<file path="src/rtl/sysid_check_pkg.sv">
// Shared types and constants for the system-ID check controller and its stall timer.
package sysid_check_pkg;

  typedef enum logic [1:0] {
    IDLE   = 2'd0,
    RD_ID  = 2'd1,
    RD_TS  = 2'd2,
    REPORT = 2'd3
  } state_t;

  localparam logic SYSID_ADDR_ID = 1'b0;
  localparam logic SYSID_ADDR_TS = 1'b1;

  localparam int STALL_CNT_W = 16;

endpackage

</file>
<file path="src/rtl/sysid_stall_timer.sv">
// Counts consecutive waitrequest cycles of one read and flags the cycle in which
// the stall limit is reached, so the controller can abandon that read.
module sysid_stall_timer
  import sysid_check_pkg::*;
#(
  parameter int TIMEOUT_CYCLES = 255
) (
  input  logic clock,
  input  logic reset_n,
  input  logic clear,
  input  logic stall,
  output logic expired
);

  localparam logic [STALL_CNT_W-1:0] LAST_STALL = STALL_CNT_W'(TIMEOUT_CYCLES - 1);

  logic [STALL_CNT_W-1:0] count;

  always_ff @(posedge clock or negedge reset_n) begin
    if (!reset_n) begin
      count <= '0;
    end else if (clear) begin
      count <= '0;
    end else if (stall) begin
      count <= count + 1'b1;
    end
  end

  // The stall cycle that would bring the count to the limit is the last one tolerated.
  assign expired = stall && (count == LAST_STALL);

endmodule

</file>
<file path="src/rtl/sysid_check_ctrl.sv">
// Avalon-MM master that reads the system-ID word and timestamp and reports a verdict.
// Optional stall timeout is enabled by defining SYSID_CHECK_TIMEOUT_EN.
module sysid_check_ctrl
  import sysid_check_pkg::*;
#(
  parameter logic [31:0] EXPECTED_ID    = 32'd0,
  parameter logic [31:0] EXPECTED_TS    = 32'd1495887352,
  parameter bit          AUTO_START     = 1'b1,
  parameter int          TIMEOUT_CYCLES = 255
) (
  input  logic        clock,
  input  logic        reset_n,
  input  logic        start,
  output logic        avm_address,
  output logic        avm_read,
  input  logic        avm_waitrequest,
  input  logic [31:0] avm_readdata,
  output logic        busy,
  output logic        done,
  output logic        id_ok,
  output logic        ts_ok,
  output logic        pass,
  output logic        timeout,
  output logic [31:0] id_value,
  output logic [31:0] ts_value
);

  if (TIMEOUT_CYCLES < 1 || TIMEOUT_CYCLES > 65535) begin : g_bad_timeout
    $error("sysid_check_ctrl: TIMEOUT_CYCLES out of range 1..65535");
  end

  state_t state, next_state;
  logic   pending;
  logic   go;
  logic   leave_idle;
  logic   rd_done;
  logic   expired;
  logic   timeout_q;

  assign go         = start || pending;
  assign leave_idle = (state == IDLE) && go;
  assign rd_done    = avm_read && !avm_waitrequest;

`ifdef SYSID_CHECK_TIMEOUT_EN
  logic stall;
  assign stall = avm_read && avm_waitrequest;

  sysid_stall_timer #(
    .TIMEOUT_CYCLES(TIMEOUT_CYCLES)
  ) u_stall_timer (
    .clock   (clock),
    .reset_n (reset_n),
    .clear   (leave_idle || rd_done),
    .stall   (stall),
    .expired (expired)
  );
`else
  assign expired = 1'b0;
`endif

  always_ff @(posedge clock or negedge reset_n) begin
    if (!reset_n) begin
      state <= IDLE;
    end else begin
      state <= next_state;
    end
  end

  always_comb begin
    next_state = state;
    case (state)
      IDLE:    if (go) next_state = RD_ID;
      RD_ID:   if (rd_done) next_state = RD_TS;
               else if (expired) next_state = REPORT;
      RD_TS:   if (rd_done || expired) next_state = REPORT;
      REPORT:  next_state = IDLE;
      default: next_state = IDLE;
    endcase
  end

  // Bus strobes and status come from the state register alone, so reset drops them at once.
  always_comb begin
    avm_read    = 1'b0;
    avm_address = SYSID_ADDR_ID;
    busy        = (state != IDLE);
    done        = (state == REPORT);
    case (state)
      RD_ID: avm_read = 1'b1;
      RD_TS: begin
        avm_read    = 1'b1;
        avm_address = SYSID_ADDR_TS;
      end
      default: ;
    endcase
  end

  // Verdict flags settle on the edge into REPORT; the timestamp is compared straight off the bus.
  always_ff @(posedge clock or negedge reset_n) begin
    if (!reset_n) begin
      pending   <= AUTO_START;
      id_value  <= '0;
      ts_value  <= '0;
      id_ok     <= 1'b0;
      ts_ok     <= 1'b0;
      pass      <= 1'b0;
      timeout_q <= 1'b0;
    end else begin
      case (state)
        IDLE: if (go) begin
          pending   <= 1'b0;
          id_value  <= '0;
          ts_value  <= '0;
          id_ok     <= 1'b0;
          ts_ok     <= 1'b0;
          pass      <= 1'b0;
          timeout_q <= 1'b0;
        end
        RD_ID: begin
          if (rd_done) begin
            id_value <= avm_readdata;
          end else if (expired) begin
            timeout_q <= 1'b1;
          end
        end
        RD_TS: begin
          if (rd_done) begin
            ts_value <= avm_readdata;
            id_ok    <= (id_value == EXPECTED_ID);
            ts_ok    <= (avm_readdata == EXPECTED_TS);
            pass     <= (id_value == EXPECTED_ID) && (avm_readdata == EXPECTED_TS);
          end else if (expired) begin
            timeout_q <= 1'b1;
            id_ok     <= (id_value == EXPECTED_ID);
          end
        end
        default: ;
      endcase
    end
  end

  assign timeout = timeout_q;

endmodule

</file>
<file path="config.mk">
export PLATFORM = sky130hd
export DESIGN_NAME = sysid_check_ctrl
export DESIGN_NICKNAME = d
export VERILOG_FILES = /design/src/rtl/sysid_check_pkg.sv /design/src/rtl/sysid_stall_timer.sv /design/src/rtl/sysid_check_ctrl.sv
export SDC_FILE = /design/constraint.sdc
export NUM_CORES = 1
export LEC_CHECK = 0
export CAP_MARGIN = 20
export CORE_MARGIN = 8
export CORE_UTILIZATION = 43
export DETAILED_ROUTE_END_ITERATION = 8
export PLACE_DENSITY = 0.79
export SLEW_MARGIN = 30
export SYNTH_ARGS = -nofsm -noshare
export SYNTH_HDL_FRONTEND = slang
export SYNTH_SLANG_ARGS = --single-unit
</file>
<file path="constraint.sdc">
create_clock -name clock -period 2.3 [get_ports clock]
set_input_delay 0.69 -clock clock [delete_from_list [all_inputs] [get_ports clock]]
set_output_delay 0.69 -clock clock [all_outputs]
set_load 0.01 [all_outputs]
</file>
# Yosys cells after proc, flatten, opt, wreduce, memory -nomap -nowiden
# Index checks and enable logic that the tools add are counted.
totals:
  regBits: 70
  elab_cells: 45
op_classes:
  eq_ne: 7
  mux: 17
  reduce_logical: 14
ops:
  columns: ["operator", "n"]
  rows:
  - ["32-bit case mux with 2 select lines", 2]
  - ["32-bit 2-to-1 mux", 2]
  - ["32-bit by 31-bit equality test with 1-bit output, second input constant", 1]
  - ["32-bit zero test", 1]
  - ["3-bit AND reduction", 3]
  - ["2-bit case mux with 4 select lines", 1]
  - ["1-bit 2-to-1 mux", 6]
  - ["2-bit 2-to-1 mux", 3]
  - ["2-bit != test, second input constant", 3]
  - ["1-bit case mux with 2 select lines", 3]
  - ["2-bit nonzero test", 3]
  - ["2-bit equality test, second input constant", 2]
  - ["2-bit by 1-bit equality test with 1-bit output, second input constant", 1]
  - ["1-bit logical AND", 2]
  - ["2-bit zero test", 1]
  - ["2-bit AND reduction", 1]
  - ["2-bit OR reduction", 1]
  - ["1-bit zero test", 1]
  - ["1-bit logical OR", 1]

# Longest topological paths before layout
# Gate-level depths: netlist (run 1).
logic_depth:
  depth_word: 6
  depth_mapped: 8

# Worst setup path before layout (run 1)
# OpenSTA, ideal clock, no wires.
synth_path:
  path_type: "input -> register"
  start: "input avm_readdata[15]"
  end: "register pass"
  setup_ns: 0.066
  t_arrival_ns: 1.859
  slack_ns: 0.375
  path_stages: 4
  path_buffers: 0
  cell_sequence: "or4b_1 or3_1 nor4_2 a22o_1"
synth_between:
  elab_chain_len: 4
synth_lines:
  columns: ["item", "line", "text"]
  rows:
  - ["start, declared", "sysid_check_ctrl.sv:17", "input logic [31:0] avm_readdata,"]
  - ["32-bit by 31-bit equality test with 1-bit output", "sysid_check_ctrl.sv:130", "pass <= (id_value == EXPECTED_ID) && (avm_readdata == EXPECTED_TS);"]
  - ["1-bit logical AND", "sysid_check_ctrl.sv:130", null]
  - ["1-bit 2-to-1 mux", "sysid_check_ctrl.sv:126", "if (rd_done) begin"]
  - ["1-bit case mux with 2 select lines", "sysid_check_ctrl.sv:108", "case (state)"]
  - ["end signal, assigned", "sysid_check_ctrl.sv:130", null]
  - ["end, declared", "sysid_check_ctrl.sv:22", "output logic pass,"]
# No other way between the ends. The select of a mux whose other input is x is not followed.
# A chain may end at the register's enable or synchronous reset.

# Worst setup path in the final report (run 1)
layout_path:
  start: "register state[0]"
  end: "output done"
layout_between:
  elab_chain_len: 1
layout_lines:
  columns: ["item", "line", "text"]
  rows:
  - ["start, declared", "sysid_check_ctrl.sv:32", "state_t state, next_state;"]
  - ["start signal, assigned", "sysid_check_ctrl.sv:65", "state <= next_state;"]
  - ["2-bit equality test", "sysid_check_ctrl.sv:86", "done = (state == REPORT);"]
  - ["end, declared", "sysid_check_ctrl.sv:19", "output logic done,"]
# No other way between the ends.

==> results.sh, run 1 <==
export IMPL_place_area_mm2=0.004068
export IMPL_drc_errors=0
export IMPL_final_period_utilization_pct=97.67
export IMPL_hold_class="in2async"
export IMPL_setup_tns_ns=0
export IMPL_stdcell_area_mm2=0.004348
export IMPL_critPathLaunchType="register"
export IMPL_cts_tree="yes"
export IMPL_io_buffers=106
export IMPL_netlist_area_mm2=0.002766
export IMPL_grt_max_degree=33
export IMPL_nNetsFinal=372
export IMPL_syn_inst=201
export IMPL_antenna_found_initial=0
export IMPL_setup_slack_ns=0.05358
export IMPL_finish_utilization_pct=69.26
export IMPL_p_leak_uw=0.001963
export IMPL_dr_pass1_iters=4
export IMPL_die_height_um=96.21
export IMPL_dp_slack_ns=-0.1748
export IMPL_finalHoldViolations=0
export IMPL_clk_pin_slew_worst_paths_ns=0.07
export IMPL_crit_fanout=3
export IMPL_required_ns=1.61
export IMPL_die_w_um=96.21
export IMPL_clockRootBuffer="clkbuf_8"
export IMPL_drt_iter0_drc=85
export IMPL_cp_arrival_ns=1.56
export IMPL_ys_types=34
export IMPL_yosysSeqAreaShare_pct=63.36
export IMPL_vias_per_cell=5.674
export IMPL_rows=29
export IMPL_gr_total_overflow=0
export IMPL_tightest_slew_ns=0.5296
export IMPL_endpoint_kind="output pin"
export IMPL_ios=108
export IMPL_path_class="reg2out"
export IMPL_n_antenna_cell=0
export IMPL_layout_commonest_cell="clkdlybuf4s50_1"
export IMPL_drt_wl_total_um=8586
export IMPL_initial_utilization_pct=44.07
export IMPL_ys_ff_latch=70
export IMPL_yosys_warnings=0
export IMPL_coreArea_mm2=0.006277
export IMPL_layout_drive_gt1_share_pct=15.73
export IMPL_slew_viol_final=0
export IMPL_status="complete, no violations"
export IMPL_vias=2349
export IMPL_grt_use_total_pct=18.96
export IMPL_cts_sinks=70
export IMPL_numCtsBuffers=9
export IMPL_clkLatencyLatePin_ns=0.34
export IMPL_grt_pass1_wl_um=13170
export IMPL_slew_headroom_pct=64.69
export IMPL_ant_nets=0
export IMPL_area_growth_pct=57.17
export IMPL_final_cell_mix="clkdlybuf4s50_1, dfrtp_1, a22o_1, buf_4, clkbuf_8"
export IMPL_die_area_mm2=0.009256
export IMPL_rsz0062_at_grt="no"
export IMPL_fmax_ghz=0.4452
export IMPL_grt_pass1_vias=2473
export IMPL_cts_buffer_depth=2
export IMPL_syn_area_per_cell_um2=13.76
export IMPL_p_per_area_mw_per_mm2=1432
export IMPL_wl_per_cell_um=20.74
export IMPL_gp_congestion=0.8080
export IMPL_clock_skew_ns=0.004771
export IMPL_dp_hpwl_um=6526
export IMPL_htreeDepth=3
export IMPL_setup_viol_count_final=0
export IMPL_vdd_drop_max_mv=0.8286
export IMPL_drv_cap=0
export IMPL_synth_net_count=241
export IMPL_fin_crit_ns=2.246
## routing by layer
layer | global-route usage (%) | vias to the layer above | wire length [um]
li1 | - | 1043 | -
met1 | 23.58 | 1186 | 3560
met2 | 30.25 | 108 | 4144
met3 | 5.460 | 12 | 751
met4 | 7.810 | 0 | 129
met5 | 0 | - | 0
## worst paths after layout
kind	start	end	slack [ns]	cells past startpoint
hold reg to reg	pending	pending	0.50	1
setup / recovery	state[0]	done	0.05	3
setup reg to reg	state[1]	id_value[15]	0.47	7
max in group asynchronous	reset_n	id_value[14]	1.44	2
min in group clock	pending	pending	0.50	1
hold / removal	reset_n	ts_value[28]	0.32	1
## synthesized netlist by cell type
cell / count / area, um2
a31o_2: 1 / 8.760
nor4b_1: 2 / 17.52
a22o_2: 2 / 20.02
a21oi_1: 4 / 20.02
buf_2: 9 / 45.04
or3_1: 2 / 12.51
inv_1: 2 / 7.510
nand4_1: 4 / 25.02
nor3b_1: 1 / 7.510
inv_2: 1 / 3.750
clkbuf_1: 2 / 7.510
a211o_1: 1 / 8.760
ha_1: 4 / 50.05
o21ai_0: 1 / 5.000
nand3_1: 2 / 10.01
buf_4: 1 / 7.510
nor4bb_1: 3 / 30.03
dfrtp_1: 69 / 1727
nand2_1: 3 / 11.26
nor4_1: 8 / 50.05
buf_6: 3 / 33.78
nor2b_1: 1 / 6.260
nor2_1: 2 / 7.510
dfstp_2: 1 / 26.28
nor4_2: 1 / 12.51
o211ai_1: 1 / 7.510
nand2b_1: 1 / 6.260
and3_1: 1 / 6.260
a21o_2: 1 / 8.760
a22o_1: 63 / 551.8
and2_1: 1 / 6.260
conb_1: 1 / 3.750
or4b_1: 1 / 10.01
clkbuf_2: 1 / 5.000
## stage by stage
stage	power (uW)	hold slack, ns	cells
after global routing	6568	0.3512	414
final	6226	0.3209	414
after CTS	6253	0.3232	414
after detailed placement	4998	0.4859	396
after global placement	4904	0.4660	396
after floorplan	3493	0.3944	201
## layout make-up
type / count / area (um2)
fillers: 470 / 1929
flip-flops and latches: 70 / 1753
repair buffers: 136 / 1323
multi-input cells: 112 / 915.9
clock buffers: 13 / 158.9
well taps: 77 / 96.34
clock inverters: 3 / 90.09
inverters: 3 / 11.26
## repair_timing
action	in CTS	in global routing
setup buffers	2	0
endpoints found under the setup margin	2	1
hold buffers	0	0
resized for setup	2	3
## cells by family after synthesis
logic type | count (synthesis) | share of synthesized area [%]
buffers and inverters | 19 | 3.980
AND/OR/NAND/NOR | 33 | 7.916
other | 1 | 0.1356
AO/OA/AOI/OAI | 74 | 22.80
adder cells (fa/ha/maj) | 4 | 1.809
flip-flops | 70 | 63.37
## where the power goes
part           total, uW  leakage (uW)  switching, uW  internal, uW
logic               3020      0.000926           1380          1630
clock network       1230      0.000124            444           781
registers           1980      0.000913            314          1670
total               6230       0.00196           2140          4080
## state kept, by name, summed over array words and instances (netlist names)
name / flops
id_ok: 1
id_value: 32
pass: 1
pending: 1
state: 2
ts_ok: 1
ts_value: 32
## critical path, cell delays in order, from the launching register on
cell	delay, ns
dfrtp_1	0.38
buf_4	0.15
ha_1	0.21
clkdlybuf4s50_1	0.48
Note: power is estimated with default switching activity, not from simulation.
==> run 2: changes to the inputs <==
CORE_MARGIN = 3   (was 8)
==> results.sh, run 2 (synthesized netlist as in run 1, its figures left out) <==
export IMPL_finalHoldViolations=0
export IMPL_ios=108
export IMPL_drc_errors=0
export IMPL_ant_nets=0
export IMPL_nNetsFinal=370
export IMPL_n_antenna_cell=0
export IMPL_setup_tns_ns=0
export IMPL_power_total_uw=5969
export IMPL_status="complete, no violations"
export IMPL_htreeDepth=3
export IMPL_numCtsBuffers=9
export IMPL_drt_wl_total_um=8203
export IMPL_reg_largest_list="id_value (32), ts_value (32), state (2)"
export IMPL_vdd_drop_max_mv=0.8640
export IMPL_clock_skew_ns=0.008194
export IMPL_setup_slack_ns=0.06684
export IMPL_antenna_found_initial=0
export IMPL_rows=28
export IMPL_die_w_um=86.21
export IMPL_clockPowerShare_pct=16.8
export IMPL_intPower_uw=3842
export IMPL_fin_crit_ns=2.233
export IMPL_grt_pass1_vias=2492
export IMPL_coreArea_mm2=0.006061
export IMPL_area_growth_pct=54.32
export IMPL_path_class="reg2out"
export IMPL_seqPwrFrac_pct=33.3
export IMPL_die_area_mm2=0.007432
export IMPL_seqCellArea_mm2=0.001753
export IMPL_vias_per_cell=5.771
export IMPL_fmax_ghz=0.4478
export IMPL_stdcell_area_mm2=0.004269
export IMPL_clockRootBuffer="clkbuf_8"
export IMPL_gp_congestion=0.7889
export IMPL_dp_hpwl_um=5893
export IMPL_vias=2366
export IMPL_switchingPower_uw=2127
export IMPL_crit_fanout=2
export IMPL_cts_sinks=70
export IMPL_io_buffers=106
export IMPL_clk_pin_slew_worst_paths_ns=0.07
export IMPL_wl_per_cell_um=20.01
export IMPL_cts_tree="yes"
export IMPL_grt_max_degree=39
export IMPL_final_period_utilization_pct=97.09
export IMPL_dr_pass1_iters=4
export IMPL_reg2regPathDepth=7
export IMPL_final_cell_mix="clkdlybuf4s50_1, dfrtp_1, a22o_1, buf_4, clkbuf_8"
export IMPL_rsz0062_at_grt="no"
export IMPL_initial_utilization_pct=45.64
export IMPL_layout_commonest_cell="clkdlybuf4s50_1"
export IMPL_slew_viol_final=0
export IMPL_p_per_area_mw_per_mm2=1398
export IMPL_layout_drive_gt1_share_pct=15.82
export IMPL_dp_slack_ns=-0.1678
export IMPL_hold_buffers=0
export IMPL_gr_total_overflow=0
export IMPL_endpoint_kind="output pin"
export IMPL_drv_cap=0
export IMPL_cp_arrival_ns=1.54
export IMPL_setup_viol_count_final=0
export IMPL_clkLatencyLatePin_ns=0.34
export IMPL_grt_use_total_pct=23.15
export IMPL_p_leak_uw=0.001929
export IMPL_hold_class="in2async"
export IMPL_swShare_pct=35.64
export IMPL_cts_buffer_depth=2
export IMPL_critPathLaunchType="register"
export IMPL_combPwrFrac_pct=49.9
export IMPL_grt_pass1_wl_um=13270
export IMPL_multi_input_area_um2=915.9
export IMPL_die_height_um=86.21
export IMPL_fillerInstances=459
export IMPL_required_ns=1.61
export IMPL_drt_iter0_drc=133
export IMPL_place_area_mm2=0.004045
## run 2: cell count changes in the layout (fill, tap and decap cells not counted)
cell / before / now
buf_4: 27 / 26
clkinv_2: 0 / 3
clkbuf_1: 2 / 1
buf_12: 3 / 2
inv_2: 1 / 2
inv_1: 2 / 1
bufinv_16: 3 / 1
## run 2: layout make-up
cell class	count	share of cell area (%)
Clock buffer	12	3.634
Clock inverter	4	1.055
Inverter	3	0.2638
Multi-Input combinational cell	112	21.45
Sequential cell	70	41.06
Tap cell	75	2.198
Timing Repair Buffer	134	30.33
## run 2: worst max-delay path, stage by stage, from the launching register on
cell	delay (ns)
dfrtp_1	0.41
inv_2	0.09
ha_1	0.16
clkdlybuf4s50_1	0.54
## run 2: metal layers
metal	GRT usage, %	vias to the layer above	share of wire (%)
met5	0	-	0
met4	9.348	0	1.5
met3	5.798	12	7.2
met2	35.53	101	49
met1	31.74	1209	42
li1	-	1044	-
## run 2: metrics by stage
| step | std cells | hold slack [ns] | util (%) |
|---|---|---|---|
| after floorplan | 201 | 0.3944 | - |
| after global placement | 393 | 0.4740 | 66.74 |
| after detailed placement | 393 | 0.4898 | 66.74 |
| after CTS | 410 | 0.3822 | 70.36 |
| after global routing | 410 | 0.3985 | 70.44 |
| final | 410 | 0.3763 | 70.44 |
## run 2: final timing paths
kind	start	endpoint	slack, ns
max	state[0]	avm_address	0.07
min	reset_n	ts_value[28]	0.38
max reg2reg	state[1]	id_value[15]	0.43
min reg2reg	ts_value[30]	ts_value[30]	0.50
max in group asynchronous	reset_n	id_value[12]	1.56
min in group clock	ts_value[30]	ts_value[30]	0.50
## run 2: what timing repair did
item / in CTS / in global routing
gates cloned: 0 / 0
gates resized for setup: 3 / 3
endpoints found under the setup margin: 2 / 2
setup buffers: 1 / 0
## run 2: power by group through the flow
| stage | logic [uW] | registers [uW] | clock network [uW] |
|---|---|---|---|
| after global routing | 3200 | 2040 | 1090 |
| after floorplan | 1370 | 2120 | 0 |
| after global placement | 2880 | 1990 | 0 |
| after detailed placement | 2950 | 2000 | 0 |
| after CTS | 3000 | 1980 | 1020 |
| final | 2980 | 1990 | 1000 |
